## src/rtl/hart_puls_gen.sv

```systemverilog
// Heartbeat pulse generator: turns a BPM request into a periodic pulse train
// timed on the slowClk tick enable, with an iterative period divider.
module hart_puls_gen #(
  parameter int TICK_HZ     = 1000,
  parameter int PULSE_TICKS = 50,
  parameter int MIN_BPM     = 30,
  parameter int MAX_BPM     = 240
) (
  input  logic        clk,
  input  logic        reset,
  input  logic        slowClk,
  input  logic        enable,
  input  logic [7:0]  bpm,
  output logic        hartslag,
  output logic        beat,
  output logic [15:0] period,
  output logic        busy
);

  localparam logic [15:0] DIVIDEND = 16'(TICK_HZ * 60);
  localparam logic [15:0] PT       = 16'(PULSE_TICKS);

  typedef enum logic [1:0] {IDLE, CALC, RUN} state_t;
  state_t state, state_nx;

  logic [7:0]  bpm_l;
  logic [7:0]  rem;
  logic [15:0] quo;
  logic [3:0]  step;
  logic [15:0] cnt;

  function automatic logic [7:0] clamp(input logic [7:0] b);
    if (b == 8'd0)                 return 8'd0;
    else if (b < 8'(MIN_BPM))      return 8'(MIN_BPM);
    else if (b > 8'(MAX_BPM))      return 8'(MAX_BPM);
    else                           return b;
  endfunction

  logic [7:0] bpm_c;
  logic       stop, last_tick, div_done, ge;
  logic [8:0] trial;
  logic [7:0] rem_nx;

  always_comb begin
    bpm_c     = clamp(bpm);
    stop      = !enable || (bpm_c == 8'd0);
    last_tick = slowClk && (cnt == period - 16'd1);
    div_done  = (step == 4'd15);
    // quo shifts dividend bits out the top and quotient bits in the bottom
    trial     = {rem, quo[15]};
    ge        = (trial >= {1'b0, bpm_l});
    rem_nx    = ge ? 8'(trial - {1'b0, bpm_l}) : trial[7:0];
  end

  always_comb begin
    state_nx = state;
    case (state)
      IDLE: if (!stop) state_nx = CALC;
      CALC: if (stop) state_nx = IDLE;
            else if (div_done) state_nx = RUN;
      RUN:  if (stop) state_nx = IDLE;
            else if (last_tick) state_nx = CALC;
      default: state_nx = IDLE;
    endcase
  end

  assign busy = (state == CALC);

  always_ff @(posedge clk or negedge reset) begin
    if (!reset) begin
      state    <= IDLE;
      bpm_l    <= '0;
      rem      <= '0;
      quo      <= '0;
      step     <= '0;
      cnt      <= '0;
      period   <= '0;
      hartslag <= 1'b0;
      beat     <= 1'b0;
    end else begin
      state <= state_nx;
      beat  <= 1'b0;

      // bpm is only re-sampled when a divide starts, i.e. at beat boundaries
      if (state_nx == CALC && state != CALC) begin
        bpm_l <= bpm_c;
        quo   <= DIVIDEND;
        rem   <= '0;
        step  <= '0;
      end else if (state == CALC) begin
        quo  <= {quo[14:0], ge};
        rem  <= rem_nx;
        step <= step + 4'd1;
      end

      if (state == CALC && state_nx == RUN) begin
        period   <= {quo[14:0], ge};
        cnt      <= '0;
        hartslag <= 1'b1;
        beat     <= 1'b1;
      end else if (state == RUN && state_nx == RUN) begin
        if (slowClk) begin
          cnt      <= cnt + 16'd1;
          hartslag <= (cnt + 16'd1) < PT;
        end
      end else begin
        hartslag <= 1'b0;
      end
    end
  end

endmodule
```

## config.mk

```make
export PLATFORM = sky130hd
export DESIGN_NAME = hart_puls_gen
export DESIGN_NICKNAME = d
export VERILOG_FILES = /design/src/rtl/hart_puls_gen.sv
export SDC_FILE = /design/constraint.sdc
export NUM_CORES = 1
export LEC_CHECK = 0
export ABC_AREA = 1
export CORE_MARGIN = 2
export CORE_UTILIZATION = 23
export DETAILED_ROUTE_END_ITERATION = 7
export PLACE_DENSITY_LB_ADDON = 0.08
export SLEW_MARGIN = 20
export SYNTH_ARGS = -nofsm -noshare
export SYNTH_HDL_FRONTEND = slang
export SYNTH_SLANG_ARGS = --single-unit
```

## constraint.sdc

```tcl
create_clock -name clk -period 2.7 [get_ports clk]
set_clock_uncertainty 0.15 [all_clocks]
set_input_delay 0.27 -clock clk [delete_from_list [all_inputs] [get_ports clk]]
set_output_delay 0.27 -clock clk [all_outputs]
set_load 0.02 [all_outputs]
```

# ---- Yosys cells after proc, flatten, opt, wreduce, memory -nomap -nowiden
# Cells that the tools add are included.
# W data, S select, Z words.
dict set report op_classes {
  mux 23
  order_cmp 4
  n_eq_ne 8
  n_addsub 4
  n_reduce_logical 13
}
# operator n
set op_table {}
lappend op_table {{$mux W16} 5}
lappend op_table {{$mux W8} 6}
lappend op_table {{$add A16 B1 Y16 const B} 1}
lappend op_table {{$eq A16 B16 Y1} 1}
lappend op_table {{$logic_not A8 Y1} 2}
lappend op_table {{$lt A16 B6 Y1 const B} 1}
lappend op_table {{$sub A16 B1 Y16 const B} 1}
lappend op_table {{$mux W2} 5}
lappend op_table {{$ge A9 B8 Y1} 1}
lappend op_table {{$gt A8 B8 Y1 const B} 1}
lappend op_table {{$lt A8 B5 Y1 const B} 1}
lappend op_table {{$mux W4} 2}
lappend op_table {{$sub A8 B8 Y8} 1}
lappend op_table {{$pmux W2 S3} 1}
lappend op_table {{$reduce_bool A2 Y1} 3}
lappend op_table {{$add A4 B1 Y4 const B} 1}
lappend op_table {{$eq A2 B1 Y1 const B} 2}
lappend op_table {{$eq A2 B2 Y1 const B} 2}
lappend op_table {{$eq A4 B4 Y1 const B} 1}
lappend op_table {{$logic_and A1 B1 Y1} 4}
lappend op_table {{$mux W1} 4}
lappend op_table {{$ne A3 B3 Y1 const B} 1}
lappend op_table {{$logic_not A2 Y1} 1}
lappend op_table {{$ne A2 B1 Y1 const B} 1}
lappend op_table {{other kinds (3)} 3}
dict set report totals {
  ff_bits 72
  out_inout_bits 19
  inputBits 12
  elab_cells 61
}

# ---- Depth between registers and ports, before layout
# Gate-level depths: netlist of the first run.
dict set report logic_depth {
  ltp_word 12
  mapped_depth 19
  depth_no_buf 18
}

# ---- Worst setup path after synthesis of the first run
# OpenSTA, ideal clock, no wires.
dict set report synth_path {
  kind {flip-flop to flip-flop}
  startpoint {register period[0]}
  endpoint {register step[2]}
  period_less_slack_ps 2311
  path_buffers 1
  setup_ps 132
  path_stages_with_launch 18
  arrival_ps 2028
  t_required_ps 2418
  setup_slack_ps 389
  path_cell_list {dfrtp_1 inv_1 ha_1 nand2_1 nand3_1 nor2_1 nand2_1 nor2_1 nand3_1 nor2_1 nand3_2 nand2_2 nand2_4 nand2_2 buf_6 inv_2 nand2_1 o21ai_1}
}
dict set report synth_between {
  elab_chain_cells 9
  word_cells_on_any_way 10
  cone_classes {1 x add/sub; 2 x eq/ne; 4 x mux; 3 x reduce/logical}
}
# item line_no
set synth_rtl {}
lappend synth_rtl {{from (decl)} 16} ;# output logic [15:0] period,
lappend synth_rtl {{from (signal assigned)} 97} ;# period <= {quo[14:0], ge};
lappend synth_rtl {{$sub A16 B1 Y16 (*)} 47} ;# last_tick = slowClk && (cnt == period - 16'd1);
lappend synth_rtl {{$eq A16 B16 Y1 (*)} 47}
lappend synth_rtl {{$logic_and A1 B1 Y1 (*)} 47}
lappend synth_rtl {{$mux W2 (*)} 62} ;# else if (last_tick) state_nx = CALC;
lappend synth_rtl {{$mux W2 (*)} 61} ;# RUN: if (stop) state_nx = IDLE;
lappend synth_rtl {{$pmux W2 S3 (*)} 57} ;# case (state)
lappend synth_rtl {{$eq A2 B1 Y1 (*)} 85} ;# if (state_nx == CALC && state != CALC) begin
lappend synth_rtl {{$logic_and A1 B1 Y1 (*)} 85}
lappend synth_rtl {{$mux W4 / $reduce_bool A2 Y1 (equally long branches)} -}
lappend synth_rtl {{to (signal assigned)} 93} ;# step <= step + 4'd1;
lappend synth_rtl {{to (decl)} 29} ;# logic [3:0] step;
# Mark *: on every way between the ends. The rest lies on a longest branch, timed or not.
# A chain may end at the register's enable or synchronous reset.

# ---- Final worst setup path of the first run
dict set report layout_path {
  startpoint {register period[0]}
  endpoint {register quo[9]}
}
dict set report layout_between {
  elab_chain_cells 9
  word_cells_on_any_way 10
  cone_classes {1 x add/sub; 2 x eq/ne; 4 x mux; 3 x reduce/logical}
}
# item line_no
set layout_rtl {}
lappend layout_rtl {{$sub A16 B1 Y16 (*)} 47}
lappend layout_rtl {{$eq A16 B16 Y1 (*)} 47}
lappend layout_rtl {{$logic_and A1 B1 Y1 (*)} 47}
lappend layout_rtl {{$mux W2 (*)} 62}
lappend layout_rtl {{$mux W2 (*)} 61}
lappend layout_rtl {{$pmux W2 S3 (*)} 57}
lappend layout_rtl {{$eq A2 B1 Y1 (*)} 85}
lappend layout_rtl {{$logic_and A1 B1 Y1 (*)} 85}
lappend layout_rtl {{$mux W16 / $reduce_bool A2 Y1 (equally long branches)} -}
lappend layout_rtl {{to (signal assigned)} 91} ;# quo <= {quo[14:0], ge};
lappend layout_rtl {{to (decl)} 28} ;# logic [15:0] quo;
# Marked as above.

==> metrics.cfg, run 1 <==
[routing]
drc = 0
wl_per_cell_um = 13.67
postRouteAntennaNets = 0
route.met3.wl_um = 296
wl_um = 11830
dr_wl_met2_um = 5305
drt-initial-drc-count = 143
viasPerCell = 4.312
vias = 3730
top_layer_used = met4
firstDrtPassIters = 4
routedLengthMet1_um = 5963

[setup_path]
crit_top_cell = nand2_1
path_cells = inv_2, ha_2, nand2_1, nor2_2, nand2_1, nand2_1, nand2_1, nor2_1, nand3_1, nor2_2, nand3_2, nand2_2, nand2_4, nand2_4, buf_12, o22ai_1, inv_1
cp.required_ps = 2830
end_kind = register
path_max_fanout = 18
r2r-end = quo[9]$_DFFE_PN0P_
worstSetupPathType = reg -> reg
cp-start-kind = register
cp_data_arrival_time_ps = 2570
slowest_stage = dfrtp_1
critical_path.max_stage_delay_ps = 410
r2r-start = period[0]$_DFFE_PN0P_
worst_r2r_path_depth = 17
r2r_setup_slack_ps = 260

[sta]
maxSlewViolCount = 0
rsz0062_at_grt = no
max_freq_ghz = 0.4103
finalSetupTns_ps = 0
slew_headroom_pct = 43.81
worstMarginPinSlew_ps = 842.0
hold_viol_final = 0
setup_violations = 0
timing.final.crit_share_pct = 90.27
period_needed_ps = 2437

[clocking]
htree_levels = 3
clockRootBuffer = clkbuf_16
clock_sinks = 72
clockBufferDepth = 2
clock_latency_ps = 340
numCtsBuffers = 9
clkSlewWorstSetupHoldPaths_ps = 60
tritoncts = done

[synth]
ys.flop_type = dfrtp_1
netlist_area_sq_um = 4333
yosysUniqueCellTypes = 36
synthTopCellsByArea = dfrtp_1 42%, nand2_1 16%, inv_1 7.6%
postSynthCellCount = 590
synth_area_leader_cell = dfrtp_1
ys_ff_latch = 72
synth_fp_nets = 614
synth-edff-count = 0
netlist_top_cells_count = 188 x nand2_1, 88 x inv_1, 72 x dfrtp_1
yosys_warnings = 0
synth-async-reset-ratio_pct = 100.0
yosysMostFrequentCell = nand2_1
synth.avg_cell_area_sq_um = 7.344
yosys.area.top_type_share_pct = 41.58
yosysSeqAreaShare_pct = 41.58

[placed_design]
dp.cells = 846
globalplace.congestion = 0.8117
port_buffers = 30
hpwl_um = 8717

[floorplanning]
ios = 31
fp.dieArea_sq_um = 19950
rows = 50
core-area_sq_um = 18580
fp.dieH_um = 141.3
die_x_um = 141.3
initial_core_util_pct = 23.32

[layout]
diodes = 0
fin_cells = 865
nNetsFinal = 651
drive_above_1_share_pct = 7.448
area.growth.synth_to_final_pct = 21.43
nFillCells = 2019

[grt]
antenna_found_initial = 0
track_usage_pct = 12.60
first_global_vias = 3714
grt.overflow.total = 0
grt_pass1_wl_um = 19510
grt_max_degree = 73

[min_path]
hold_path_class = in -> async

[outcome]
status = completed

[run]
cap_violations = 0

[pwr]
vdd_drop_max_mv = 0.2827
p_leak_nw = 2.631
power.density_nw_per_um2 = 727.0

==> cells in the final DEF, fill, tap and decap left out, types with 7 or more instances in the layout <==
master / instances
nand3_1: 29
nor2_1: 43
dfrtp_1: 72
nor3_1: 7
o21ai_0: 32
clkbuf_16: 9
o22ai_1: 15
ha_1: 10
xnor2_1: 12
clkdlybuf4s50_1: 29
buf_4: 8
inv_1: 87
nand2_1: 188
a21oi_1: 16
xor2_1: 15
==> state kept, by name (all words and copies together), names as in the netlist <==
name / flops
beat: 1
bpm_l: 8
cnt: 16
hartslag: 1
period: 16
quo: 16
rem: 8
state: 2
step: 4
==> cell families (layout without fill, tap and decap cells) <==
kind of cell | after synthesis | count (layout) | share of synthesized area, %
xor+xnor | 27 | 27 | 5.458
buf+inv | 106 | 146 | 9.818
fa+ha+maj | 12 | 12 | 3.638
compound gates | 81 | 81 | 10.60
simple gates | 292 | 293 | 28.91
flops | 72 | 72 | 41.58
==> worst max-delay path by stage <==
stage                           from                    to  slack, ps  cells after the start
6_report       period[0]$_DFFE_PN0P_    quo[9]$_DFFE_PN0P_        260                     17
3_3_place_gp   period[0]$_DFFE_PN0P_  bpm_l[0]$_DFFE_PN0P_        200                     14
2_1_floorplan  period[0]$_DFFE_PN0P_   step[2]$_DFFE_PN0P_        390                     17
3_5_place_dp   period[0]$_DFFE_PN0P_    quo[9]$_DFFE_PN0P_        140                     16
4_1_cts        period[0]$_DFFE_PN0P_    quo[9]$_DFFE_PN0P_        100                     17
5_1_grt        period[1]$_DFFE_PN0P_    quo[8]$_DFFE_PN0P_         10                     16
==> power breakdown <==
part	leakage (nW)	switching, mW	internal [mW]
clock	0.137	0.487	0.734
sequential	0.931	0.139	1.24
combinational	1.56	0.715	0.509
total	2.63	1.34	2.48
==> final cells by class <==
class                           instances  area [sq um]  share of cell area (%)
Multi-Input combinational cell        413          2137                   40.62
Sequential cell                        72          1802                   34.24
Timing Repair Buffer                   40         391.6                   7.444
Inverter                               91         341.6                   6.492
Tap cell                              234         292.8                   5.565
Clock buffer                           10         239.0                   4.542
Clock inverter                          5         57.56                   1.094
==> through the flow <==
| stage | area [sq um] | hold slack, ps | power, mW | worst slack [ps] | util (%) |
|---|---|---|---|---|---|
| final | 5261 | 329.7 | 3.825 | 262.8 | 28.32 |
| after floorplan | 4333 | -175.6 | 2.221 | 389.2 | - |
| after global placement | 4905 | 335.3 | 2.620 | 197.9 | 26.40 |
| after detailed placement | 4905 | 342.3 | 2.615 | 143.1 | 26.40 |
| after global routing | 5261 | 384.8 | 4.117 | 10.72 | 28.32 |
| after CTS | 5211 | 357.3 | 3.887 | 95.29 | 28.05 |
==> critical path: cells and delay by family, from the launching register on <==
| family | cells | cell delay (ps) |
|---|---|---|
| AND/OR/NAND/NOR | 12 | 1170 |
| AO/OA/AOI/OAI | 1 | 80 |
| adder cells (fa/ha/maj) | 1 | 200 |
| flip-flops | 1 | 410 |
| buffers and inverters | 3 | 340 |
==> routing by layer <==
| layer | vias to the layer above | global-route usage, % |
|---|---|---|
| met1 | 1735 | 17.11 |
| met2 | 45 | 19.78 |
| met4 | 0 | 5.579 |
| met3 | 15 | 2.092 |
| met5 | - | 0 |
| li1 | 1935 | - |
==> repair_timing <==
action / CTS / global route
hold buffers: 1 / 0
gates resized for setup: 0 / 8
setup endpoints to repair: 0 / 51
endpoints found under the hold margin: 34 / 0
setup buffers: 0 / 2
Power figures use the tool's default switching activity.
==> run 2, diff against run 1 <==
Settings changed: CORE_UTILIZATION 23 to 55.
==> metrics.cfg, run 2 (same netlist as run 1, synthesis figures left out) <==
[run]
cap_violations = 0

[setup_path]
r2r-start = period[0]$_DFFE_PN0P_
cp-start-kind = register
critical_path_buf_inv_count = 2
r2r_setup_slack_ps = 230
critical_path.max_stage_delay_ps = 430
worstSetupPathType = reg -> reg
cp.required_ps = 2760
worst_r2r_path_depth = 14
r2r-end = quo[8]$_DFFE_PN0P_
slowest_stage = dfrtp_1
end_kind = register
cp_top_family = simple AND/OR/NAND/NOR gates
path_max_fanout = 8
cp_data_arrival_time_ps = 2520
path_cells = inv_2, ha_1, nand3_1, nor2_1, nand2_1, nand2_1, nand3_1, nor2_1, nand3_2, nand2_2, nand2_4, nand2_4, clkbuf_16, o22ai_1

[sta]
slew_headroom_pct = 40.66
rsz0062_at_grt = no
hold_viol_final = 0
setup_violations = 0
finalSetupTns_ps = 0
period_needed_ps = 2466
max_freq_ghz = 0.4055
timing.final.crit_share_pct = 91.34
maxSlewViolCount = 0
worstMarginPinSlew_ps = 890.1

[layout]
top_regs = cnt: 16 flops, period: 16 flops, quo: 16 flops
area.growth.synth_to_final_pct = 14.41
drive_above_1_share_pct = 6.529
final_common_cell = nand2_1
diodes = 0
post-route-cell-area_sq_um = 4957
nNetsFinal = 647
most-common-layout-cells = 188 x nand2_1, 87 x inv_1, 72 x dfrtp_1

[grt]
antenna_found_initial = 0
grt.overflow.total = 0
first_global_vias = 3390
grt_pass1_wl_um = 16120
track_usage_pct = 23.71
grt_max_degree = 73

[routing]
viasPerCell = 5.070
firstDrtPassIters = 5
vias = 3701
drc = 0
postRouteAntennaNets = 0
drt-initial-drc-count = 237
wl_um = 9734
wl_per_cell_um = 13.33

[min_path]
hold_path_class = reg -> reg
hold_end = step[1]$_DFFE_PN0P_
min_from = step[1]$_DFFE_PN0P_
holdPathStages = 2

[clocking]
tritoncts = done
numCtsBuffers = 9
clock_latency_ps = 360
htree_levels = 3
clockRootBuffer = clkbuf_8
post-cts-setup-buffer-count = 0
clockBufferDepth = 2
clock_sinks = 72
clkSlewWorstSetupHoldPaths_ps = 90

[placed_design]
port_buffers = 30
postPlaceCellArea_sq_um = 4725
hpwl_um = 7059
globalplace.congestion = 0.8246

[pwr]
vdd_drop_max_mv = 0.4581
p_leak_nw = 2.579
power.density_nw_per_um2 = 685.6
p_total_mw = 3.399

[floorplanning]
initial_core_util_pct = 56.36
rows = 32
fp.dieArea_sq_um = 8604
die_x_um = 92.76
core-area_sq_um = 7687
fp.dieH_um = 92.76
ios = 31

[outcome]
status = completed

[run 2: cell types whose count changed in the layout (fill, tap and decap cells not counted), sizes merged]
cell | previous run | this run
clkinv | 1 | 5
clkinvlp | 3 | 1
nor2 | 52 | 51
inv | 91 | 92
buf | 10 | 6
bufinv | 1 | 0
[run 2: layout make-up]
| cell class | instances | area [sq um] |
|---|---|---|
| clock inverter | 7 | 56.30 |
| clock buffer | 9 | 123.9 |
| fill | 699 | 2730 |
| multi-input combinational | 412 | 2116 |
| sequential | 72 | 1802 |
| tap | 102 | 127.6 |
| inverter | 91 | 341.6 |
| timing repair buffer | 37 | 390.4 |
[run 2: worst max-delay path by stage]
stage          cells after the start                   from                  end  slack [ps]
3_3_place_gp                      14  period[0]$_DFFE_PN0P_   quo[2]$_DFFE_PN0P_         260
5_1_grt                           16  period[0]$_DFFE_PN0P_   quo[6]$_DFFE_PN0P_          30
3_5_place_dp                      16  period[0]$_DFFE_PN0P_   quo[8]$_DFFE_PN0P_         170
6_report                          14  period[0]$_DFFE_PN0P_   quo[8]$_DFFE_PN0P_         230
2_1_floorplan                     17  period[0]$_DFFE_PN0P_  step[2]$_DFFE_PN0P_         390
4_1_cts                           16  period[0]$_DFFE_PN0P_   quo[8]$_DFFE_PN0P_         140
[run 2: stage by stage]
step | hold WS (ps) | util, % | std cells | setup WS, ps
after floorplan | -175.6 | - | 590 | 389.2
after global placement | 301.2 | 61.46 | 712 | 264.7
after detailed placement | 305.9 | 61.46 | 712 | 166.2
after CTS | 359.0 | 63.93 | 729 | 141.4
after global routing | 380.7 | 64.49 | 730 | 26.43
final | 357.6 | 64.49 | 730 | 233.9
[run 2: worst min-delay path: cells and delay by family, from the launching register on]
kind          cells  cell delay, ps
flops             1             370
simple gates      2             110
[run 2: what timing repair did]
item                                    4_1_cts  5_1_grt
gates resized for setup                       0        6
hold buffers                                  1        0
hold endpoints to repair                     72        0
endpoints found under the setup margin        0       32
[run 2: per-layer routing]
metal  wire [um]  track usage, %
met1        5024           36.36
met2        4249           34.36
met3         387           4.394
met4          72           6.373
met5           0               0
[run 2: report_power, final]
group | leakage [nW] | internal (mW) | switching (mW)
sequential | 0.931 | 1.24 | 0.136
clock | 0.0898 | 0.341 | 0.451
combinational | 1.56 | 0.518 | 0.713
